**src/rtl/ex_muldiv_unit_if.sv**
```systemverilog
// ex_muldiv_unit_if
// Groups the handshake between the ID/EX pipeline register and the iterative
// RV32M multiply/divide unit.
//   master : pipeline side. Drives START, FUNCT3, OPERAND_A and OPERAND_B.
//            Receives RESULT, DONE and BUSYWAIT.
//   slave  : muldiv unit side. Signal directions are the reverse of master.
interface ex_muldiv_unit_if #(
  parameter int XLEN = 32
);
  logic            START;
  logic [2:0]      FUNCT3;
  logic [XLEN-1:0] OPERAND_A;
  logic [XLEN-1:0] OPERAND_B;
  logic [XLEN-1:0] RESULT;
  logic            DONE;
  logic            BUSYWAIT;

  modport master (
    output START, FUNCT3, OPERAND_A, OPERAND_B,
    input  RESULT, DONE, BUSYWAIT
  );

  modport slave (
    input  START, FUNCT3, OPERAND_A, OPERAND_B,
    output RESULT, DONE, BUSYWAIT
  );
endinterface

```
**src/rtl/ex_muldiv_unit.sv**
```systemverilog
// ex_muldiv_unit
// Iterative RV32M multiply/divide unit for the EX stage. It processes one bit
// per cycle and has a fixed latency of 33 cycles from START to DONE.
//   CLK      : clock. All state updates on the rising edge.
//   RESET    : synchronous, active-high reset.
//   bus      : slave modport of ex_muldiv_unit_if.
//              - START, FUNCT3, OPERAND_A, OPERAND_B come from ID/EX.
//              - RESULT and DONE are registered and are valid in FIN only.
//              - BUSYWAIT is a combinational stall request.
module ex_muldiv_unit #(
  parameter int XLEN  = 32,
  parameter int ITERS = 32
) (
  input  logic            CLK,
  input  logic            RESET,
  ex_muldiv_unit_if.slave bus
);

  localparam logic [2:0] F3_MUL    = 3'b000;
  localparam logic [2:0] F3_MULH   = 3'b001;
  localparam logic [2:0] F3_MULHSU = 3'b010;
  localparam logic [2:0] F3_MULHU  = 3'b011;
  localparam logic [2:0] F3_DIV    = 3'b100;
  localparam logic [2:0] F3_DIVU   = 3'b101;
  localparam logic [2:0] F3_REM    = 3'b110;
  localparam logic [2:0] F3_REMU   = 3'b111;

  typedef enum logic [1:0] {
    ST_IDLE = 2'd0,
    ST_RUN  = 2'd1,
    ST_FIN  = 2'd2
  } state_t;

  function automatic logic [31:0] neg32(input logic [31:0] v);
    return ~v + 32'd1;
  endfunction

  function automatic logic [63:0] neg64(input logic [63:0] v);
    return ~v + 64'd1;
  endfunction

  state_t          state_r;
  logic [5:0]      cnt_r;
  logic [2:0]      funct3_r;
  logic [XLEN-1:0] a_raw_r;      // original rs1, returned for REM by zero
  logic [XLEN-1:0] mcand_r;      // multiplicand magnitude (mul) or divisor magnitude (div)
  logic [XLEN-1:0] hi_r;         // product high half
  logic [XLEN-1:0] lo_r;         // multiplier/product low half, or dividend/quotient
  logic [32:0]     rem_r;        // partial remainder
  logic            neg_q_r;      // product/quotient sign
  logic            neg_r_r;      // remainder sign
  logic            div_zero_r;
  logic            div_ovf_r;
  logic [XLEN-1:0] result_r;
  logic            done_r;

  logic            sign_a_s;
  logic            sign_b_s;
  logic [XLEN-1:0] mag_a_s;
  logic [XLEN-1:0] mag_b_s;
  logic [32:0]     mul_sum_s;
  logic [XLEN-1:0] mul_hi_nxt_s;
  logic [XLEN-1:0] mul_lo_nxt_s;
  logic [33:0]     div_diff_s;
  logic            div_ge_s;
  logic [32:0]     div_rem_nxt_s;
  logic [XLEN-1:0] div_q_nxt_s;
  logic [63:0]     prod_raw_s;
  logic [63:0]     prod_s;
  logic [XLEN-1:0] quo_s;
  logic [XLEN-1:0] rem_out_s;
  logic [XLEN-1:0] final_s;

  // Select the operand signedness for the incoming instruction and form the magnitudes.
  always_comb begin
    sign_a_s = 1'b0;
    sign_b_s = 1'b0;
    case (bus.FUNCT3)
      F3_MULH, F3_DIV, F3_REM: begin
        sign_a_s = bus.OPERAND_A[31];
        sign_b_s = bus.OPERAND_B[31];
      end
      F3_MULHSU: begin
        sign_a_s = bus.OPERAND_A[31];
        sign_b_s = 1'b0;
      end
      default: begin
        sign_a_s = 1'b0;
        sign_b_s = 1'b0;
      end
    endcase
    mag_a_s = sign_a_s ? neg32(bus.OPERAND_A) : bus.OPERAND_A;
    mag_b_s = sign_b_s ? neg32(bus.OPERAND_B) : bus.OPERAND_B;
  end

  // Compute one iteration of the shift-add multiply and of the restoring divide.
  always_comb begin
    // The carry out of the add shifts into HI[31]. The consumed multiplier bit leaves LO[0].
    mul_sum_s    = {1'b0, hi_r} + (lo_r[0] ? {1'b0, mcand_r} : 33'd0);
    mul_hi_nxt_s = mul_sum_s[32:1];
    mul_lo_nxt_s = {mul_sum_s[0], lo_r[31:1]};
    // Shift the next dividend bit into the remainder, then trial-subtract the divisor.
    // Bit 33 of the difference is the borrow.
    div_diff_s    = {rem_r, lo_r[31]} - {2'b00, mcand_r};
    div_ge_s      = ~div_diff_s[33];
    div_rem_nxt_s = div_ge_s ? div_diff_s[32:0] : {rem_r[31:0], lo_r[31]};
    div_q_nxt_s   = {lo_r[30:0], div_ge_s};
  end

  // Form the final result from the last iteration's values. It is registered on entry to FIN.
  always_comb begin
    prod_raw_s = {mul_hi_nxt_s, mul_lo_nxt_s};
    prod_s     = neg_q_r ? neg64(prod_raw_s) : prod_raw_s;
    quo_s      = neg_q_r ? neg32(div_q_nxt_s) : div_q_nxt_s;
    rem_out_s  = neg_r_r ? neg32(div_rem_nxt_s[31:0]) : div_rem_nxt_s[31:0];
    case (funct3_r)
      F3_MUL:                       final_s = prod_s[31:0];
      F3_MULH, F3_MULHSU, F3_MULHU: final_s = prod_s[63:32];
      F3_DIV, F3_DIVU: begin
        if (div_zero_r) begin
          final_s = 32'hFFFF_FFFF;
        end else if (div_ovf_r) begin
          final_s = 32'h8000_0000;
        end else begin
          final_s = quo_s;
        end
      end
      F3_REM, F3_REMU: begin
        if (div_zero_r) begin
          final_s = a_raw_r;
        end else if (div_ovf_r) begin
          final_s = 32'h0000_0000;
        end else begin
          final_s = rem_out_s;
        end
      end
      default:                      final_s = 32'h0000_0000;
    endcase
  end

  // Control FSM with the operand latch, the iteration datapath and the registered outputs.
  always_ff @(posedge CLK) begin
    if (RESET) begin
      state_r    <= ST_IDLE;
      cnt_r      <= 6'd0;
      funct3_r   <= 3'd0;
      a_raw_r    <= 32'd0;
      mcand_r    <= 32'd0;
      hi_r       <= 32'd0;
      lo_r       <= 32'd0;
      rem_r      <= 33'd0;
      neg_q_r    <= 1'b0;
      neg_r_r    <= 1'b0;
      div_zero_r <= 1'b0;
      div_ovf_r  <= 1'b0;
      result_r   <= 32'd0;
      done_r     <= 1'b0;
    end else begin
      case (state_r)
        ST_IDLE: begin
          result_r <= 32'd0;
          done_r   <= 1'b0;
          if (bus.START) begin
            state_r    <= ST_RUN;
            cnt_r      <= 6'd0;
            funct3_r   <= bus.FUNCT3;
            a_raw_r    <= bus.OPERAND_A;
            // Division keeps the dividend in LO and the divisor as the subtrahend.
            mcand_r    <= bus.FUNCT3[2] ? mag_b_s : mag_a_s;
            lo_r       <= bus.FUNCT3[2] ? mag_a_s : mag_b_s;
            hi_r       <= 32'd0;
            rem_r      <= 33'd0;
            neg_q_r    <= sign_a_s ^ sign_b_s;
            neg_r_r    <= sign_a_s;
            div_zero_r <= (bus.OPERAND_B == 32'd0);
            div_ovf_r  <= ((bus.FUNCT3 == F3_DIV) || (bus.FUNCT3 == F3_REM)) &&
                          (bus.OPERAND_A == 32'h8000_0000) && (bus.OPERAND_B == 32'hFFFF_FFFF);
          end else begin
            state_r <= ST_IDLE;
          end
        end
        ST_RUN: begin
          cnt_r <= cnt_r + 6'd1;
          if (funct3_r[2]) begin
            rem_r <= div_rem_nxt_s;
            lo_r  <= div_q_nxt_s;
          end else begin
            hi_r <= mul_hi_nxt_s;
            lo_r <= mul_lo_nxt_s;
          end
          if (cnt_r == 6'(ITERS - 1)) begin
            state_r  <= ST_FIN;
            result_r <= final_s;
            done_r   <= 1'b1;
          end else begin
            state_r <= ST_RUN;
          end
        end
        ST_FIN: begin
          // START is still high for this same instruction, so it must not re-issue.
          state_r  <= ST_IDLE;
          result_r <= 32'd0;
          done_r   <= 1'b0;
        end
        default: begin
          state_r  <= ST_IDLE;
          result_r <= 32'd0;
          done_r   <= 1'b0;
        end
      endcase
    end
  end

  assign bus.RESULT   = result_r;
  assign bus.DONE     = done_r;
  assign bus.BUSYWAIT = ~RESET & (((state_r == ST_IDLE) & bus.START) | (state_r == ST_RUN));

endmodule

```
**src/flat_wrapper.sv**
```systemverilog
// flat-port wrapper written by rule: the top's interface ports become plain ports
module ex_muldiv_unit_flat 
#(
  parameter int XLEN  = 32,
  parameter int ITERS = 32
)
  (CLK, RESET, bus_START, bus_FUNCT3, bus_OPERAND_A, bus_OPERAND_B, bus_RESULT, bus_DONE, bus_BUSYWAIT);
  ex_muldiv_unit_if #(.XLEN(XLEN)) bus_i ();
  input  logic CLK;
  input  logic RESET;
  input wire logic [$bits(bus_i.START)-1:0] bus_START;
  input wire logic [$bits(bus_i.FUNCT3)-1:0] bus_FUNCT3;
  input wire logic [$bits(bus_i.OPERAND_A)-1:0] bus_OPERAND_A;
  input wire logic [$bits(bus_i.OPERAND_B)-1:0] bus_OPERAND_B;
  output wire logic [$bits(bus_i.RESULT)-1:0] bus_RESULT;
  output wire logic [$bits(bus_i.DONE)-1:0] bus_DONE;
  output wire logic [$bits(bus_i.BUSYWAIT)-1:0] bus_BUSYWAIT;
  assign bus_i.START = bus_START;
  assign bus_i.FUNCT3 = bus_FUNCT3;
  assign bus_i.OPERAND_A = bus_OPERAND_A;
  assign bus_i.OPERAND_B = bus_OPERAND_B;
  assign bus_RESULT = bus_i.RESULT;
  assign bus_DONE = bus_i.DONE;
  assign bus_BUSYWAIT = bus_i.BUSYWAIT;
  ex_muldiv_unit #(.XLEN(XLEN), .ITERS(ITERS)) u_core (.CLK(CLK), .RESET(RESET), .bus(bus_i));
endmodule
```
**config.mk**
```make
export PLATFORM = sky130hd
export DESIGN_NAME = ex_muldiv_unit_flat
export DESIGN_NICKNAME = d
export VERILOG_FILES = /design/src/rtl/ex_muldiv_unit_if.sv /design/src/rtl/ex_muldiv_unit.sv /design/src/flat_wrapper.sv
export SDC_FILE = /design/constraint.sdc
export NUM_CORES = 1
export LEC_CHECK = 0
export BUFFER_PORTS_ARGS = -buffer_cell sky130_fd_sc_hd__buf_2
export CORE_MARGIN = 2
export CORE_UTILIZATION = 50
export DETAILED_ROUTE_END_ITERATION = 10
export GPL_TIMING_DRIVEN = 0
export PLACE_DENSITY = 0.7
export SKIP_LAST_GASP = 1
export SLEW_MARGIN = 0
export SYNTH_ARGS = -nofsm -noshare
export SYNTH_HDL_FRONTEND = slang
export SYNTH_SLANG_ARGS = --single-unit
```
**constraint.sdc**
```tcl
create_clock -name CLK -period 5.8 [get_ports CLK]
set_clock_uncertainty 0.15 [all_clocks]
set_input_delay 0 -clock CLK [delete_from_list [all_inputs] [get_ports CLK]]
set_output_delay 0 -clock CLK [all_outputs]
set_load 0.02 [all_outputs]
```
Word level (Yosys, flattened, before mapping)
Index checks and enable logic that the tools add are counted.
{"block": "totals", "wordCells": 99, "in_bits": 70, "ff_bits": 209}
{"block": "op_classes", "muxes": 30, "reduce_logical": 17, "n_eq_ne": 18, "add_sub_neg": 8, "n_bitwise": 12}
{"operator": "two-way mux 32 bit", "count": 15}
{"operator": "adder 32 x 1 -> 32 bit, second input constant", "count": 4}
{"operator": "inverter 32 bit", "count": 4}
{"operator": "case mux 32 bit (2 select lines)", "count": 2}
{"operator": "case mux 32 bit (4 select lines)", "count": 1}
{"operator": "two-way mux 33 bit", "count": 3}
{"operator": "case mux 33 bit (2 select lines)", "count": 1}
{"operator": "adder 64 x 1 -> 64 bit, second input constant", "count": 1}
{"operator": "== test 32 bit, second input constant", "count": 2}
{"operator": "two-way mux 64 bit", "count": 1}
{"operator": "inverter 64 bit", "count": 1}
{"operator": "subtractor 34 x 32 -> 34 bit", "count": 1}
{"operator": "adder 32 x 33 -> 33 bit", "count": 1}
{"operator": "logical NOT 32 bit", "count": 1}
{"operator": "== test 3 bit, second input constant", "count": 6}
{"operator": "case mux 6 bit (2 select lines)", "count": 1}
{"operator": "== test 3 x 2 -> 1 bit, second input constant", "count": 3}
{"operator": "adder 6 x 1 -> 6 bit, second input constant", "count": 1}
{"operator": "== test 3 x 1 -> 1 bit, second input constant", "count": 2}
{"operator": "== test 6 x 5 -> 1 bit, second input constant", "count": 1}
{"operator": "two-way mux 6 bit", "count": 1}
{"operator": "AND reduction 3 bit", "count": 2}
{"operator": "OR reduction 2 bit", "count": 3}
{"operator": "OR reduction 3 bit", "count": 2}
{"operator": "other kinds (17)", "count": 25}

Depth between registers and ports, before layout
{"block": "logic_depth", "ltp_word": 8, "ltp_mapped": 27}

Worst setup path after synthesis
No wires, ideal clock.
{"block": "synth_path", "path_kind": "register to register", "startpoint": "register u_core.mcand_r[8]", "endpoint": "register u_core.result_r[28], in the netlist u_core.bus.RESULT[28]", "synth_period_minus_slack_ns": 5.404, "setup_slack_ns": 0.396, "arrival_ns": 5.148, "n_path_buf": 5, "required_ns": 5.544, "setup_ns": 0.106, "path_stages_with_launch": 27, "path_cell_list": "dfxtp_1 > inv_1 > ha_1 > clkbuf_1 > nand2_1 > o21ai_1 > or3b_2 > and3_1 > clkbuf_1 > o2bb2ai_1 > buf_2 > nor2_1 > clkinv_1 > clkbuf_1 > clkbuf_1 > o21ai_0 > inv_1 > ha_1 > inv_1 > nor4_1 > o211ai_1 > o31ai_1 > o21ai_0 > o21ai_0 > xnor2_1 > a22oi_1 > o311ai_0"}
{"block": "synth_via", "elab_chain_len": 8}
{"element": "from (decl)", "line": "ex_muldiv_unit.sv:46", "text": "logic [XLEN-1:0] mcand_r;"}
{"element": "from (signal assigned)", "line": "ex_muldiv_unit.sv:169", "text": "mcand_r <= bus.FUNCT3[2] ? mag_b_s : mag_a_s;"}
{"element": "subtractor 34 x 32 -> 34 bit", "line": "ex_muldiv_unit.sv:104", "text": "div_diff_s = {rem_r, lo_r[31]} - {2'b00, mcand_r};"}
{"element": "two-way mux 33 bit / inverter 1 bit (equally long branches)", "line": "ex_muldiv_unit.sv:106, ex_muldiv_unit.sv:105"}
{"element": "inverter 32 bit", "line": "ex_muldiv_unit.sv:35", "text": "return ~v + 32'd1;"}
{"element": "adder 32 x 1 -> 32 bit", "line": "ex_muldiv_unit.sv:35"}
{"element": "two-way mux 32 bit, on equally long branches", "line": "ex_muldiv_unit.sv:115, ex_muldiv_unit.sv:114"}
{"element": "two-way mux 32 bit, on equally long branches", "line": "ex_muldiv_unit.sv:131, ex_muldiv_unit.sv:122"}
{"element": "two-way mux 32 bit, on equally long branches", "line": "ex_muldiv_unit.sv:129, ex_muldiv_unit.sv:120"}
{"element": "case mux 32 bit (4 select lines) (*)", "line": "ex_muldiv_unit.sv:116", "text": "case (funct3_r)"}
{"element": "to (signal assigned)", "line": "ex_muldiv_unit.sv:193", "text": "result_r <= final_s;"}
{"element": "to (decl)", "line": "ex_muldiv_unit.sv:54", "text": "logic [XLEN-1:0] result_r;"}
Mark *: on every way between the ends. The rest lies on a longest branch, timed or not.
A chain may end at the register's enable or synchronous reset.

Worst setup path in the final report
{"block": "layout_path", "startpoint": "register u_core.mcand_r[12]", "endpoint": "register u_core.result_r[14], in the netlist u_core.bus.RESULT[14]"}
The elaborated chain is that of the path after synthesis.

==> results by stage <==
Outcome:
- The run finished with clean final reports.

Finish:
- The top cell types in the final layout, fill and taps aside, are nor2_1, nand2_1, a21oi_1, dfxtp_1, o21ai_0.
- The number of filler cells placed in the layout is 3,521.
- The net count of the finished layout is 3,007.
- Leaving out fill and tap cells, the most frequent cell in the layout is nor2_1.
- In the final layout, the share of cells above drive strength 1 is 9.31%.
- The final core utilization is 58.7%.
- The area growth from synthesis to layout is 15.2%.
- The antenna diode count is 0.
- After routing the design area is 21,600 sq um.

Synth:
- Counting flops and latches in the post-synthesis netlist gives 209.
- The summed instance area of the synthesized netlist is 18,700 sq um.
- For this run, the number of Yosys warnings is 0.
- The proportion of register bits with asynchronous set or reset after synthesis is 0%.
- The leading register cell type out of synthesis is dfxtp_1.
- The number of enable-type register cells in the synthesized netlist is 0.
- The count of unique library cells instantiated by Yosys is 83.
- The synthesized netlist net count is 2,818.
- The share of the Yosys chip area taken by registers is 22.4%.
- Each instance of the synthesized netlist takes up on average 6.99 sq um.
- The gate count after technology mapping is 2,675.

Floorplan:
- The effective utilization at floorplan is 51.0%.
- The floorplan die width is 197 um.
- The floorplan die area is 39,000 sq um.
- The count of standard-cell rows is 70.
- From bottom edge to top edge, the die measures 197 um.
- The area of the core is 36,700 sq um.
- In this run the count of I/O pins placed on the die edge is 104.

Drt:
- The final layout contains routed wiring with a total length of 89.2 mm.
- In the final routed layout, each cell accounts on average for 26.6 um.
- The pre-antenna-repair detailed-routing pass consisted of 9 iterations.
- After detailed routing, the number of remaining DRC violations is 0.
- The post-detailed-route count of antenna-violating nets is 0.
- After detailed routing, the number of vias per cell comes to 6.68.
- The detailed router placed 22,400 vias in this run.
- After the first detailed-routing iteration, the DRC count stood at 2,673.

Worst setup path:
- The worst setup path is captured at a flip-flop.
- The largest fanout on the critical path is 10.
- The critical path is of the flip-flop to flip-flop type.
- STA puts the critical path data arrival time at 6.04 ns.
- The terminus of the critical flop-to-flop path is u_core.bus.RESULT[14].
- The critical path startpoint category is a flip-flop.
- In this run the critical register-to-register path is launched from u_core.mcand_r[12].
- Data on the critical path is required at its endpoint by 6.11 ns.
- The depth of the worst register-to-register path is 27.
- The worst reg-to-reg setup slack is 0.07 ns.

Global routing:
- The number of antenna violations at the first check in global routing is 0.
- Across every metal layer, demand over resource in global routing totals 44.8%.
- The pin count of the biggest net entering global routing is 16.
- The first global-routing pass estimated 130 mm of wire.
- After global routing the overflow that remains totals 0.
- The via count of the first global-routing pass is 20,900.

Timing:
- The final critical path takes up 98.8% of the cycle.
- The relative slew slack is 25.1%.
- The worst hold margin is 0.0250 ns.
- The count of endpoints failing setup in the final report is 0.
- The final count of hold timing violations is 0.
- The maximum operating frequency is 0.174 GHz.
- The total count of max-transition violations in the final report is 0.
- The worst path in the final design needs a cycle of 5.73 ns, including I/O delays and setup.
- The measured slew at the worst slew-check pin is 1.12 ns.

Clock tree:
- The worst-case clock buffer depth is 3.
- The clock network latency to the later pin of the worst-skew pair is 0.54 ns.
- The clock slew seen by the registers of the worst setup and hold paths is 0.06 ns.
- The number of clock buffers added by TritonCTS is 23.
- The number of H-tree branching levels is 1.
- The total number of clock tree sinks is 209.
- The root buffer cell chosen for the clock tree is clkbuf_16.
- TritonCTS built the clock tree.

Place:
- The instance area at placement is 19,800 sq um.
- Input and output buffers added on the ports amount to 103.
- Summed over all nets, the half-perimeter wirelength after detailed placement is 70.9 mm.
- The weighted congestion at the end of routability-driven global placement is 1.06.

Hold path:
- The path type of the worst min-delay path is primary input to flip-flop.
- For hold timing, the worst endpoint is u_core.mcand_r[11].
- The startpoint identified for the worst hold timing path is bus_OPERAND_B[11].
- The worst hold path was traced through 4 stages.

Job:
- The number of max-capacitance violations reported is 0.

Power and ir drop:
- For this design the ratio of total power to cell area is 223 nW/um^2.
- For this design the static power due to leakage is 0.00848 uW.
- VDD sags by at most 235 uV.
- Overall power consumption after layout is estimated at 4800 uW.
## Yosys cell counts, types with 8 or more instances
cell	count	area share, %
nor2_1	370	7.4
nand2_1	320	6.4
a21oi_1	228	6.1
dfxtp_1	209	22
o21ai_0	174	4.7
clkbuf_1	162	3.3
xnor2_1	131	6.1
xor2_1	83	3.9
inv_1	76	1.5
nor3_1	72	1.9
ha_1	71	4.7
mux2i_1	57	3.1
a22oi_1	54	2.2
a211oi_1	49	2.0
nand3_1	44	1.2
o211ai_1	44	1.8
o31ai_1	40	1.6
a31oi_1	31	1.0
a21o_1	29	1.2
nand4_1	27	0.90
nor4_1	27	0.90
a221oi_1	24	1.1
nand2b_1	22	0.74
or3_1	21	0.70
or2_2	20	0.67
and3_1	17	0.57
and2_1	16	0.54
buf_2	16	0.43
buf_1	14	0.28
o21a_1	14	0.56
a311oi_1	13	0.61
or4_1	13	0.52
o211a_1	10	0.54
o41ai_1	10	0.47
a211o_1	9	0.42
nor3b_1	9	0.36
mux2_2	8	0.48
## state kept, by name, indices dropped and copies added (netlist names)
| signal | count |
|---|---|
| u_core.lo_r | 32 |
| u_core.div_ovf_r | 1 |
| u_core.rem_r | 33 |
| u_core.bus.RESULT | 32 |
| u_core.cnt_r | 6 |
| u_core.div_zero_r | 1 |
| u_core.neg_q_r | 1 |
| u_core.funct3_r | 3 |
| u_core.a_raw_r | 32 |
| u_core.neg_r_r | 1 |
| u_core.state_r | 2 |
| u_core.mcand_r | 32 |
| u_core.hi_r | 32 |
| u_core.bus.DONE | 1 |
## cell type report
cell class / count / area, sq um / area share (%)
clock inverters: 15 / 181 / 0.842
plain buffers: 184 / 752 / 3.49
clock buffers: 26 / 607 / 2.82
inverters: 81 / 313 / 1.45
well taps: 468 / 586 / 2.72
repair buffers: 173 / 1210 / 5.60
multi-input cells: 2192 / 13700 / 63.7
flip-flops and latches: 209 / 4190 / 19.4
## worst max path at each step
stage / cells past startpoint / slack, ns / startpoint / end
2_1_floorplan: 26 / 0.40 / u_core.mcand_r[8] / u_core.bus.RESULT[28]
3_3_place_gp: 26 / -1.53 / u_core.mcand_r[8] / u_core.bus.RESULT[28]
3_5_place_dp: 26 / -1.62 / u_core.mcand_r[8] / u_core.bus.RESULT[28]
4_1_cts: 23 / 0.02 / u_core.mcand_r[12] / u_core.bus.RESULT[14]
5_1_grt: 25 / -0.0009 / u_core.mcand_r[22] / u_core.bus.RESULT[14]
6_report: 27 / 0.07 / u_core.mcand_r[12] / u_core.bus.RESULT[14]
## where the power goes
part | switching, uW | internal [uW]
registers | 62.3 | 1500
logic | 1150 | 525
clock network | 672 | 896
total | 1880 | 2920
## cells by family (layout without fill, tap and decap cells)
group                    after synthesis  in the layout  synth area share [%]
adder cells (fa/ha/maj)               73             73                  4.96
flip-flops                           209            209                  22.4
multiplexers                          65             65                  3.53
AND/OR/NAND/NOR                     1020           1020                  24.9
buffers and inverters                274            479                  5.63
AO/OA/AOI/OAI                        820            820                  28.6
XOR/XNOR                             214            214                  10.0
## what timing repair did
action | CTS | global route
hold endpoints to repair | 76 | 0
resized for setup | 38 | 44
hold buffers | 66 | 0
buffers inserted | 1 | 3
pin swaps | 2 | 4
endpoints found under the setup margin | 17 | 21
## critical path: stages, from the launching register on
cell and delay, ns:
dfxtp_1 0.35, inv_2 0.11, ha_1 0.30, clkbuf_4 0.19
and4_4 0.26, nand3_2 0.13, or3b_4 0.45, nand3_1 0.13
a211oi_2 0.10, clkbuf_4 0.22, nor2_4 0.20, clkinv_4 0.13
clkbuf_8 0.20, clkbuf_8 0.19, nand2_1 0.09, o21ai_1 0.10
inv_1 0.10, ha_4 0.19, inv_1 0.09, nor4_2 0.28
o211ai_1 0.24, buf_4 0.22, buf_4 0.14, o32ai_2 0.25
a21boi_0 0.14, xor2_1 0.38, nand2_1 0.12, a41oi_1 0.17
## stage by stage
step / TNS (ns) / cells / setup slack, ns
2_1_floorplan: 0 / 2675 / 0.396
4_1_cts: 0 / 3350 / 0.0200
6_report: 0 / 3348 / 0.0683
3_5_place_dp: -17.29 / 3246 / -1.62
3_3_place_gp: -16.42 / 3246 / -1.53
5_1_grt: -0.000872 / 3348 / -0.000872
## metal layers
| metal | GRT usage [%] | up-vias | share of wire (%) |
|---|---|---|---|
| li1 | - | 10000 | - |
| met1 | 57.6 | 10500 | 38 |
| met2 | 69.8 | 1527 | 43 |
| met3 | 6.21 | 306 | 11 |
| met4 | 29.9 | 0 | 8.0 |
| met5 | 0 | - | 0 |
No activity file was read; power rests on OpenSTA's default activity.
